===== src/rtl/bus_pkg.sv =====
// Shared types and constants for the serial system bus arbiter.
package bus_pkg;

  typedef enum logic [1:0] {
    IDLE      = 2'd0,
    SELECT    = 2'd1,
    CONNECTED = 2'd2,
    RELEASE   = 2'd3
  } state_t;

  localparam int NUM_MASTERS   = 2;
  localparam int SLAVE_LEN_DEF = 2;

endpackage


===== src/rtl/serial_sel_capture.sv =====
// MSB-first shift register for the bit-serial slave select, with a bit counter.
module serial_sel_capture
  import bus_pkg::*;
#(
  parameter int SLAVE_LEN = SLAVE_LEN_DEF
) (
  input  logic                 clk,
  input  logic                 reset,
  input  logic                 start,
  input  logic                 bit_in,
  output logic                 done,
  output logic [SLAVE_LEN-1:0] index
);

  localparam int CW = (SLAVE_LEN > 1) ? $clog2(SLAVE_LEN) : 1;

  logic [SLAVE_LEN-1:0] r_shift;
  logic [CW-1:0]        r_cnt;

  // index includes the bit being sampled this cycle so the decode lands on the last edge
  assign index = (r_shift << 1) | SLAVE_LEN'(bit_in);
  assign done  = start && (r_cnt == CW'(SLAVE_LEN - 1));

  always_ff @(posedge clk or negedge reset) begin
    if (!reset) begin
      r_shift <= '0;
      r_cnt   <= '0;
    end else if (start) begin
      r_shift <= index;
      r_cnt   <= done ? '0 : r_cnt + CW'(1);
    end else begin
      r_cnt   <= '0;
    end
  end

endmodule


===== src/rtl/bus_arbiter.sv =====
// Two-master round-robin bus arbiter with serial slave select and watchdog.
module bus_arbiter
  import bus_pkg::*;
#(
  parameter int SLAVE_LEN  = SLAVE_LEN_DEF,
  parameter int NUM_SLAVES = 3,
  parameter int TIMEOUT    = 4095
) (
  input  logic                   clk,
  input  logic                   reset,
  input  logic [NUM_MASTERS-1:0] approval_request,
  input  logic [NUM_MASTERS-1:0] tx_slave_select,
  input  logic [NUM_MASTERS-1:0] txn_done,
  output logic [NUM_MASTERS-1:0] approval_grant,
  output logic                   busy,
  output logic                   master_sel,
  output logic [NUM_SLAVES-1:0]  slave_en,
  output logic                   err
);

  localparam int TCW = $clog2(TIMEOUT + 1);

  state_t                 r_state, w_state_n;
  logic [NUM_MASTERS-1:0] r_grant, w_grant_n;
  logic                   r_busy, w_busy_n;
  logic                   r_master_sel, w_master_sel_n;
  logic [NUM_SLAVES-1:0]  r_slave_en, w_slave_en_n;
  logic                   r_err, w_err_n;
  logic [TCW-1:0]         r_tcnt, w_tcnt_n;
  logic                   r_last, w_last_n;

  logic                   w_winner;
  logic                   w_req_own;
  logic                   w_done_own;
  logic                   w_bit;
  logic                   w_cap_start;
  logic                   w_cap_done;
  logic [SLAVE_LEN-1:0]   w_index;

  assign w_winner   = (approval_request == 2'b11) ? ~r_last : approval_request[1];
  assign w_req_own  = approval_request[r_master_sel];
  assign w_done_own = txn_done[r_master_sel];
  assign w_bit      = tx_slave_select[r_master_sel];

  serial_sel_capture #(
    .SLAVE_LEN(SLAVE_LEN)
  ) u_capture (
    .clk   (clk),
    .reset (reset),
    .start (w_cap_start),
    .bit_in(w_bit),
    .done  (w_cap_done),
    .index (w_index)
  );

  always_comb begin
    w_state_n      = r_state;
    w_grant_n      = r_grant;
    w_busy_n       = r_busy;
    w_master_sel_n = r_master_sel;
    w_slave_en_n   = r_slave_en;
    w_err_n        = 1'b0;
    w_tcnt_n       = r_tcnt;
    w_last_n       = r_last;
    w_cap_start    = 1'b0;

    case (r_state)
      IDLE: begin
        w_grant_n    = '0;
        w_busy_n     = 1'b0;
        w_slave_en_n = '0;
        if (|approval_request) begin
          w_master_sel_n = w_winner;
          w_grant_n      = NUM_MASTERS'(1) << w_winner;
          w_busy_n       = 1'b1;
          w_state_n      = SELECT;
        end
      end
      SELECT: begin
        // abort outranks decode, so the capture is not even advanced
        if (!w_req_own) begin
          w_grant_n = '0;
          w_state_n = RELEASE;
        end else begin
          w_cap_start = 1'b1;
          if (w_cap_done) begin
            if (32'(w_index) < NUM_SLAVES) begin
              w_slave_en_n = NUM_SLAVES'(1) << w_index;
              w_tcnt_n     = '0;
              w_state_n    = CONNECTED;
            end else begin
              w_err_n   = 1'b1;
              w_grant_n = '0;
              w_state_n = RELEASE;
            end
          end
        end
      end
      CONNECTED: begin
        w_tcnt_n = r_tcnt + TCW'(1);
        if (!w_req_own || w_done_own || (r_tcnt == TCW'(TIMEOUT - 1))) begin
          w_err_n      = w_req_own && !w_done_own;
          w_grant_n    = '0;
          w_slave_en_n = '0;
          w_state_n    = RELEASE;
        end
      end
      RELEASE: begin
        w_grant_n    = '0;
        w_slave_en_n = '0;
        w_busy_n     = 1'b0;
        w_last_n     = r_master_sel;
        w_state_n    = IDLE;
      end
      default: w_state_n = IDLE;
    endcase
  end

  always_ff @(posedge clk or negedge reset) begin
    if (!reset) begin
      r_state      <= IDLE;
      r_grant      <= '0;
      r_busy       <= 1'b0;
      r_master_sel <= 1'b0;
      r_slave_en   <= '0;
      r_err        <= 1'b0;
      r_tcnt       <= '0;
      r_last       <= 1'b1;
    end else begin
      r_state      <= w_state_n;
      r_grant      <= w_grant_n;
      r_busy       <= w_busy_n;
      r_master_sel <= w_master_sel_n;
      r_slave_en   <= w_slave_en_n;
      r_err        <= w_err_n;
      r_tcnt       <= w_tcnt_n;
      r_last       <= w_last_n;
    end
  end

  assign approval_grant = r_grant;
  assign busy           = r_busy;
  assign master_sel     = r_master_sel;
  assign slave_en       = r_slave_en;
  assign err            = r_err;

endmodule


===== config.mk =====
export PLATFORM = sky130hd
export DESIGN_NAME = bus_arbiter
export DESIGN_NICKNAME = d
export VERILOG_FILES = /design/src/rtl/bus_pkg.sv /design/src/rtl/serial_sel_capture.sv /design/src/rtl/bus_arbiter.sv
export SDC_FILE = /design/constraint.sdc
export NUM_CORES = 1
export LEC_CHECK = 0
export ABC_AREA = 1
export CELL_PAD_IN_SITES_DETAIL_PLACEMENT = 0
export CELL_PAD_IN_SITES_GLOBAL_PLACEMENT = 1
export CORE_MARGIN = 2
export CORE_UTILIZATION = 45
export DETAILED_ROUTE_END_ITERATION = 10
export PLACE_DENSITY = 0.91
export SYNTH_ARGS = -nofsm -noshare
export SYNTH_HDL_FRONTEND = slang
export SYNTH_SLANG_ARGS = --single-unit

===== constraint.sdc =====
create_clock -name clk -period 2.2 [get_ports clk]
set_input_delay 0.22 -clock clk [delete_from_list [all_inputs] [get_ports clk]]
set_output_delay 0.22 -clock clk [all_outputs]
set_load 0.05 [all_outputs]

==> results of run 1 <==
==> state kept, by name, summed over array words and instances, names as in the netlist <==
name / count
r_tcnt: 12
r_state: 2
u_capture.r_cnt: 1
master_sel: 1
slave_en: 3
r_last: 1
busy: 1
approval_grant: 2
u_capture.r_shift: 1
err: 1
==> final timing paths <==
kind | slack (ns) | to | start | cells after the start
max reg2reg | 0.48 | r_state[0]$_DFFE_PN0P_ | r_state[0]$_DFFE_PN0P_ | 9
max in group asynchronous | 1.60 | r_last$_DFFE_PN1N_ | reset | 2
min reg2reg | 0.48 | slave_en[2]$_DFFE_PN0P_ | slave_en[2]$_DFFE_PN0P_ | 2
max | 0.38 | master_sel | master_sel$_DFFE_PN0P_ | 1
min in group clk | 0.48 | slave_en[2]$_DFFE_PN0P_ | slave_en[2]$_DFFE_PN0P_ | 2
min | 0.31 | r_tcnt[2]$_DFFE_PN0P_ | reset | 2
==> metrics by stage <==
step | hold WS [ns] | power [W] | setup WS [ns] | instances
2_1_floorplan | -0.0756 | 0.00174 | 0.574 | 207
3_3_place_gp | 0.459 | 0.00197 | 0.568 | 269
3_5_place_dp | 0.464 | 0.00197 | 0.500 | 269
4_1_cts | 0.312 | 0.00227 | 0.352 | 273
5_1_grt | 0.332 | 0.00242 | 0.295 | 273
6_report | 0.306 | 0.00223 | 0.381 | 273
==> layer usage <==
| metal | part of all wire | vias up | global-route usage |
|---|---|---|---|
| met4 | 0.0039 | 0 | 0.0319 |
| met3 | 0.035 | 2 | 0.0417 |
| met1 | 0.47 | 588 | 0.214 |
| li1 | - | 700 | - |
| met5 | 0 | - | 0 |
| met2 | 0.49 | 14 | 0.286 |
==> cells in the final DEF, fill, tap and decap left out <==
cell	count
dfrtp_1	24
clkdlybuf4s50_1	15
ha_1	7
o21ai_2	6
nand4_1	3
nor2_1	15
nand2_1	52
inv_2	1
clkbuf_8	3
nand3_4	2
nand3b_1	1
o31ai_1	1
or2_2	1
a21oi_1	4
buf_4	2
xnor2_1	1
nand2_4	6
dfstp_2	1
nand3_2	3
a31oi_1	1
clkbuf_1	1
nand2_2	11
xor2_1	1
nor3_1	3
nor2_2	2
nand3_1	20
o21ai_0	6
a21o_1	1
nor2_4	1
o21ai_1	4
o21bai_1	1
inv_1	25
==> power groups by stage <==
stage	sequential, W	combinational, W	clock (W)
finish	0.000746	0.00120	0.000281
global route	0.000771	0.00134	0.000311
CTS	0.000747	0.00122	0.000301
detailed placement	0.000754	0.00122	0
global placement	0.000754	0.00121	0
floorplan	0.000914	0.000822	0
==> cell type report <==
type / instances / area [sq um] / share of cell area
clock buffers: 4 / 45.0 / 0.0240
flip-flops and latches: 25 / 627 / 0.334
well taps: 48 / 60.1 / 0.0320
repair buffers: 17 / 165 / 0.0881
multi-input cells: 153 / 881 / 0.470
inverters: 26 / 97.6 / 0.0520
==> kinds of logic (layout without fill, tap and decap cells) <==
group | Yosys count | in the layout | share of synthesized area
AO/OA/AOI/OAI | 24 | 24 | 0.0916
buffers and inverters | 29 | 47 | 0.0878
flip-flops | 25 | 25 | 0.379
XOR/XNOR | 2 | 2 | 0.0106
AND/OR/NAND/NOR | 120 | 120 | 0.378
adder cells (fa/ha/maj) | 7 | 7 | 0.0530
==> flow_metrics.env, run 1 <==
export IMPL_status="completed"
export IMPL_p_comb_frac=0.540
export IMPL_path_cells="clkdlybuf4s50_1"
export IMPL_clock_path_buffers=2
export IMPL_netlist_area_sq_mm=0.00165
export IMPL_fillers=363
export IMPL_critPathTopFamily="buffers and inverters"
export IMPL_dr_pass1_iters=4
export IMPL_crit_buf_inv=1
export IMPL_synth_cell_types=30
export IMPL_htree_num_levels=1
export IMPL_peakVddDrop_uv=744
export IMPL_syn_inst=207
export IMPL_die_h_microns=64.6
export IMPL_fin_tns_setup_ns=0
export IMPL_die_w_microns=64.6
export IMPL_cts_resized=0
export IMPL_ant_nets=0
export IMPL_path_class="reg2out"
export IMPL_hold_viol=0
export IMPL_worst_ep_arrival_time_ns=1.60
export IMPL_synth_common_cells="nand2_1, inv_1, dfrtp_1"
export IMPL_cts_buffers=3
export IMPL_grt_util_all_layers=0.167
export IMPL_utilization=0.520
export IMPL_min_period_over_period=0.827
export IMPL_routed_wl_microns=3040
export IMPL_crit_path_start_kind="register"
export IMPL_grt_max_degree=26
export IMPL_synth_seq_cells=25
export IMPL_synth_most_common_cell="nand2_1"
export IMPL_gp_congestion=0.758
export IMPL_required_ns=1.98
export IMPL_drv_slew=0
export IMPL_coreArea_sq_mm=0.00361
export IMPL_hold_buffers=0
export IMPL_clk_latency_ns=0.27
export IMPL_intPower_w=0.00115
export IMPL_grt_pass1_wl_microns=5460
export IMPL_start_util=0.458
export IMPL_synth_area_leader_cell="dfrtp_1"
export IMPL_critical_path_max_stage_delay_ns=0.85
export IMPL_boundaryPins=16
export IMPL_ys_seq_area_frac=0.379
export IMPL_fin_nets=241
export IMPL_p_clk_frac=0.126
export IMPL_num_rows=22
export IMPL_ys_warn_count=0
export IMPL_p_switching_w=0.00108
export IMPL_n_antenna_cell=0
export IMPL_syn_area_per_cell_sq_um=7.98
export IMPL_cts_tree="yes"
export IMPL_period_needed_ns=1.82
export IMPL_drtIter0Drc=51
export IMPL_overflow=0
export IMPL_drive_gt1_frac=0.173
export IMPL_portBuffers=15
export IMPL_dieArea_sq_mm=0.00417
export IMPL_max_freq_ghz=0.550
export IMPL_hold_class="in2async"
export IMPL_cts_sinks=25
export IMPL_postCtsSetupRepairBufs=0
export IMPL_tightest_slew_ns=0.493
export IMPL_grt_pass1_vias=1266
export IMPL_area_growth_pct=13.5
export IMPL_synth_top_area_share=0.363
export IMPL_cts_root_buf="clkbuf_8"
export IMPL_synth_edf_count=0
export IMPL_routed_via_density=4.78
export IMPL_setup_viol=0
export IMPL_ys_async_sr_fraction=1.00
export IMPL_worstPathMaxFanout=8
export IMPL_fin_area_sq_mm=0.00188
export IMPL_power_density_mw_per_mm2=1190
export IMPL_clock_skew_ns=0.00516
export IMPL_wl_per_cell_microns=11.1
export IMPL_maxCapViolations=0
export IMPL_cpMaxStageDelayCell="clkdlybuf4s50_1"
export IMPL_synth_ff_type="dfrtp_1"
export IMPL_antenna_found_initial=0
export IMPL_drc_errors=0
export IMPL_dp_hpwl_microns=2290
export IMPL_ys_top_cells_by_area="dfrtp_1, nand2_1, nand3_1"
export IMPL_clkTransAtPathRegs_ns=0.09
export IMPL_placed_cell_area_sq_mm=0.00183
export IMPL_p_leak_nw=0.891
export IMPL_end_kind="output port"
export IMPL_seqPwrFrac=0.335
export IMPL_synthesis_nets=222
export IMPL_rsz0062_at_grt="false"
export IMPL_num_vias=1304
export IMPL_switching_share=0.484
export IMPL_relSlewSlack=0.670
Note: power is estimated with default switching activity, not from simulation.
==> run 2, diff against run 1 <==
--- a/config.mk
+++ b/config.mk
@@ -9,9 +9,9 @@
 export CELL_PAD_IN_SITES_DETAIL_PLACEMENT = 0
 export CELL_PAD_IN_SITES_GLOBAL_PLACEMENT = 1
 export CORE_MARGIN = 2
-export CORE_UTILIZATION = 45
+export CORE_UTILIZATION = 42
 export DETAILED_ROUTE_END_ITERATION = 10
-export PLACE_DENSITY = 0.91
+export PLACE_DENSITY = 0.87
 export SYNTH_ARGS = -nofsm -noshare
 export SYNTH_HDL_FRONTEND = slang
 export SYNTH_SLANG_ARGS = --single-unit
==> constraint.sdc (replaced) <==
create_clock -name clk -period 1.8 [get_ports clk]
set_input_delay 0.18 -clock clk [delete_from_list [all_inputs] [get_ports clk]]
set_output_delay 0.18 -clock clk [all_outputs]
set_load 0.05 [all_outputs]
==> flow_metrics.env, run 2 (synthesis results as in run 1) <==
export IMPL_status="completed"
export IMPL_die_h_microns=66.7
export IMPL_power_density_mw_per_mm2=1470
export IMPL_area_growth_pct=14.2
export IMPL_switching_share=0.486
export IMPL_rr_startpoint="r_state[1]$_DFFE_PN0P_"
export IMPL_ant_nets=0
export IMPL_dp_cells=271
export IMPL_min_period_over_period=0.901
export IMPL_boundaryPins=16
export IMPL_layout_commonest_cell="nand2_1"
export IMPL_drive_gt1_frac=0.185
export IMPL_critical_path_max_stage_delay_ns=0.81
export IMPL_die_w_microns=66.7
export IMPL_wl_per_cell_microns=11.4
export IMPL_critPathTopFamily="buffers and inverters"
export IMPL_overflow=0
export IMPL_rr_worst_depth=9
export IMPL_p_leak_nw=0.903
export IMPL_crit_buf_inv=1
export IMPL_hold_class="in2async"
export IMPL_dp_hpwl_microns=2410
export IMPL_worst_ep_arrival_time_ns=1.44
export IMPL_drc_errors=0
export IMPL_fin_nets=243
export IMPL_grt_util_all_layers=0.166
export IMPL_r2r_end="r_tcnt[10]$_DFFE_PN0P_"
export IMPL_cts_resized=0
export IMPL_period_needed_ns=1.62
export IMPL_p_clk_frac=0.124
export IMPL_path_class="reg2out"
export IMPL_fin_cells=275
export IMPL_max_freq_ghz=0.617
export IMPL_grt_max_degree=26
export IMPL_n_antenna_cell=0
export IMPL_clk_latency_ns=0.28
export IMPL_ff2ff_setup_slack_ns=0.20
export IMPL_num_vias=1315
export IMPL_relSlewSlack=0.670
export IMPL_p_comb_frac=0.545
export IMPL_drtIter0Drc=45
export IMPL_dr_pass1_iters=4
export IMPL_coreArea_sq_mm=0.00372
export IMPL_gp_congestion=0.761
export IMPL_crit_path_start_kind="register"
export IMPL_largest_register_ffs=12
export IMPL_postCtsSetupRepairBufs=0
export IMPL_grt_pass1_wl_microns=5590
export IMPL_clock_path_buffers=2
export IMPL_required_ns=1.62
export IMPL_seqPwrFrac=0.331
export IMPL_routed_wl_microns=3140
export IMPL_drv_slew=0
export IMPL_cts_buffers=3
export IMPL_fillers=383
export IMPL_worstPathMaxFanout=2
export IMPL_maxCapViolations=0
export IMPL_hold_viol=0
export IMPL_hold_buffers=0
export IMPL_setup_viol=0
export IMPL_cpMaxStageDelayCell="clkdlybuf4s50_1"
export IMPL_cts_sinks=25
export IMPL_grt_pass1_vias=1246
export IMPL_clock_skew_ns=0.00847
export IMPL_tightest_slew_ns=0.493
export IMPL_portBuffers=15
export IMPL_clkTransAtPathRegs_ns=0.09
export IMPL_cts_root_buf="clkbuf_8"
export IMPL_dieArea_sq_mm=0.00445
export IMPL_regMostFlops="r_tcnt"
export IMPL_htree_num_levels=1
export IMPL_p_switching_w=0.00135
export IMPL_routed_via_density=4.78
export IMPL_holdWs_ns=0.259
export IMPL_fin_tns_setup_ns=0
export IMPL_intPower_w=0.00143
export IMPL_start_util=0.445
export IMPL_antenna_found_initial=0
export IMPL_path_cells="clkdlybuf4s50_1"
export IMPL_peakVddDrop_uv=868
export IMPL_layout_common_cells="nand2_1, inv_1, dfrtp_1, nand3_1, nor2_1"
export IMPL_num_rows=22
export IMPL_end_kind="output port"
export IMPL_rsz0062_at_grt="false"
export IMPL_cts_tree="yes"
## run 2: worst max-delay path by stage
stage | slack, ns | from | to | cells past startpoint
floorplan | 0.17 | master_sel$_DFFE_PN0P_ | r_tcnt[8]$_DFFE_PN0P_ | 8
global placement | 0.21 | r_state[1]$_DFFE_PN0P_ | r_tcnt[10]$_DFFE_PN0P_ | 9
detailed placement | 0.20 | r_state[1]$_DFFE_PN0P_ | r_tcnt[10]$_DFFE_PN0P_ | 9
CTS | 0.15 | busy$_DFFE_PN0P_ | busy | 1
global route | 0.01 | r_state[1]$_DFFE_PN0P_ | r_tcnt[10]$_DFFE_PN0P_ | 9
finish | 0.18 | busy$_DFFE_PN0P_ | busy | 1
## run 2: cell type report
| cell class | instances | area, sq um | area share |
|---|---|---|---|
| clock buffers | 4 | 45.0 | 0.0239 |
| repair buffers | 19 | 178 | 0.0941 |
| well taps | 48 | 60.1 | 0.0318 |
| multi-input cells | 153 | 881 | 0.467 |
| inverters | 26 | 97.6 | 0.0517 |
| flip-flops and latches | 25 | 627 | 0.332 |
## run 2: per-layer routing
metal | vias to the layer above | wire length, microns | global-route usage
li1 | 704 | - | -
met1 | 597 | 1480 | 0.206
met2 | 10 | 1560 | 0.291
met3 | 4 | 78 | 0.0405
met4 | 0 | 19 | 0.0306
met5 | - | 0 | 0
## run 2: power groups by stage
stage / logic (W) / clock network [W] / registers (W)
after floorplan: 0.00100 / 0 / 0.00112
after global placement: 0.00151 / 0 / 0.000925
after detailed placement: 0.00153 / 0 / 0.000924
after CTS: 0.00153 / 0.000358 / 0.000917
after global routing: 0.00169 / 0.000387 / 0.000941
final: 0.00151 / 0.000344 / 0.000918
## run 2: stage by stage
step	total power, W	area, sq um	setup WS (ns)	util
after floorplan	0.00212	1650	0.174	-
final	0.00277	1890	0.178	0.508
after global routing	0.00302	1890	0.0108	0.508
after CTS	0.00281	1890	0.153	0.508
after global placement	0.00244	1840	0.211	0.496
after detailed placement	0.00246	1840	0.196	0.496
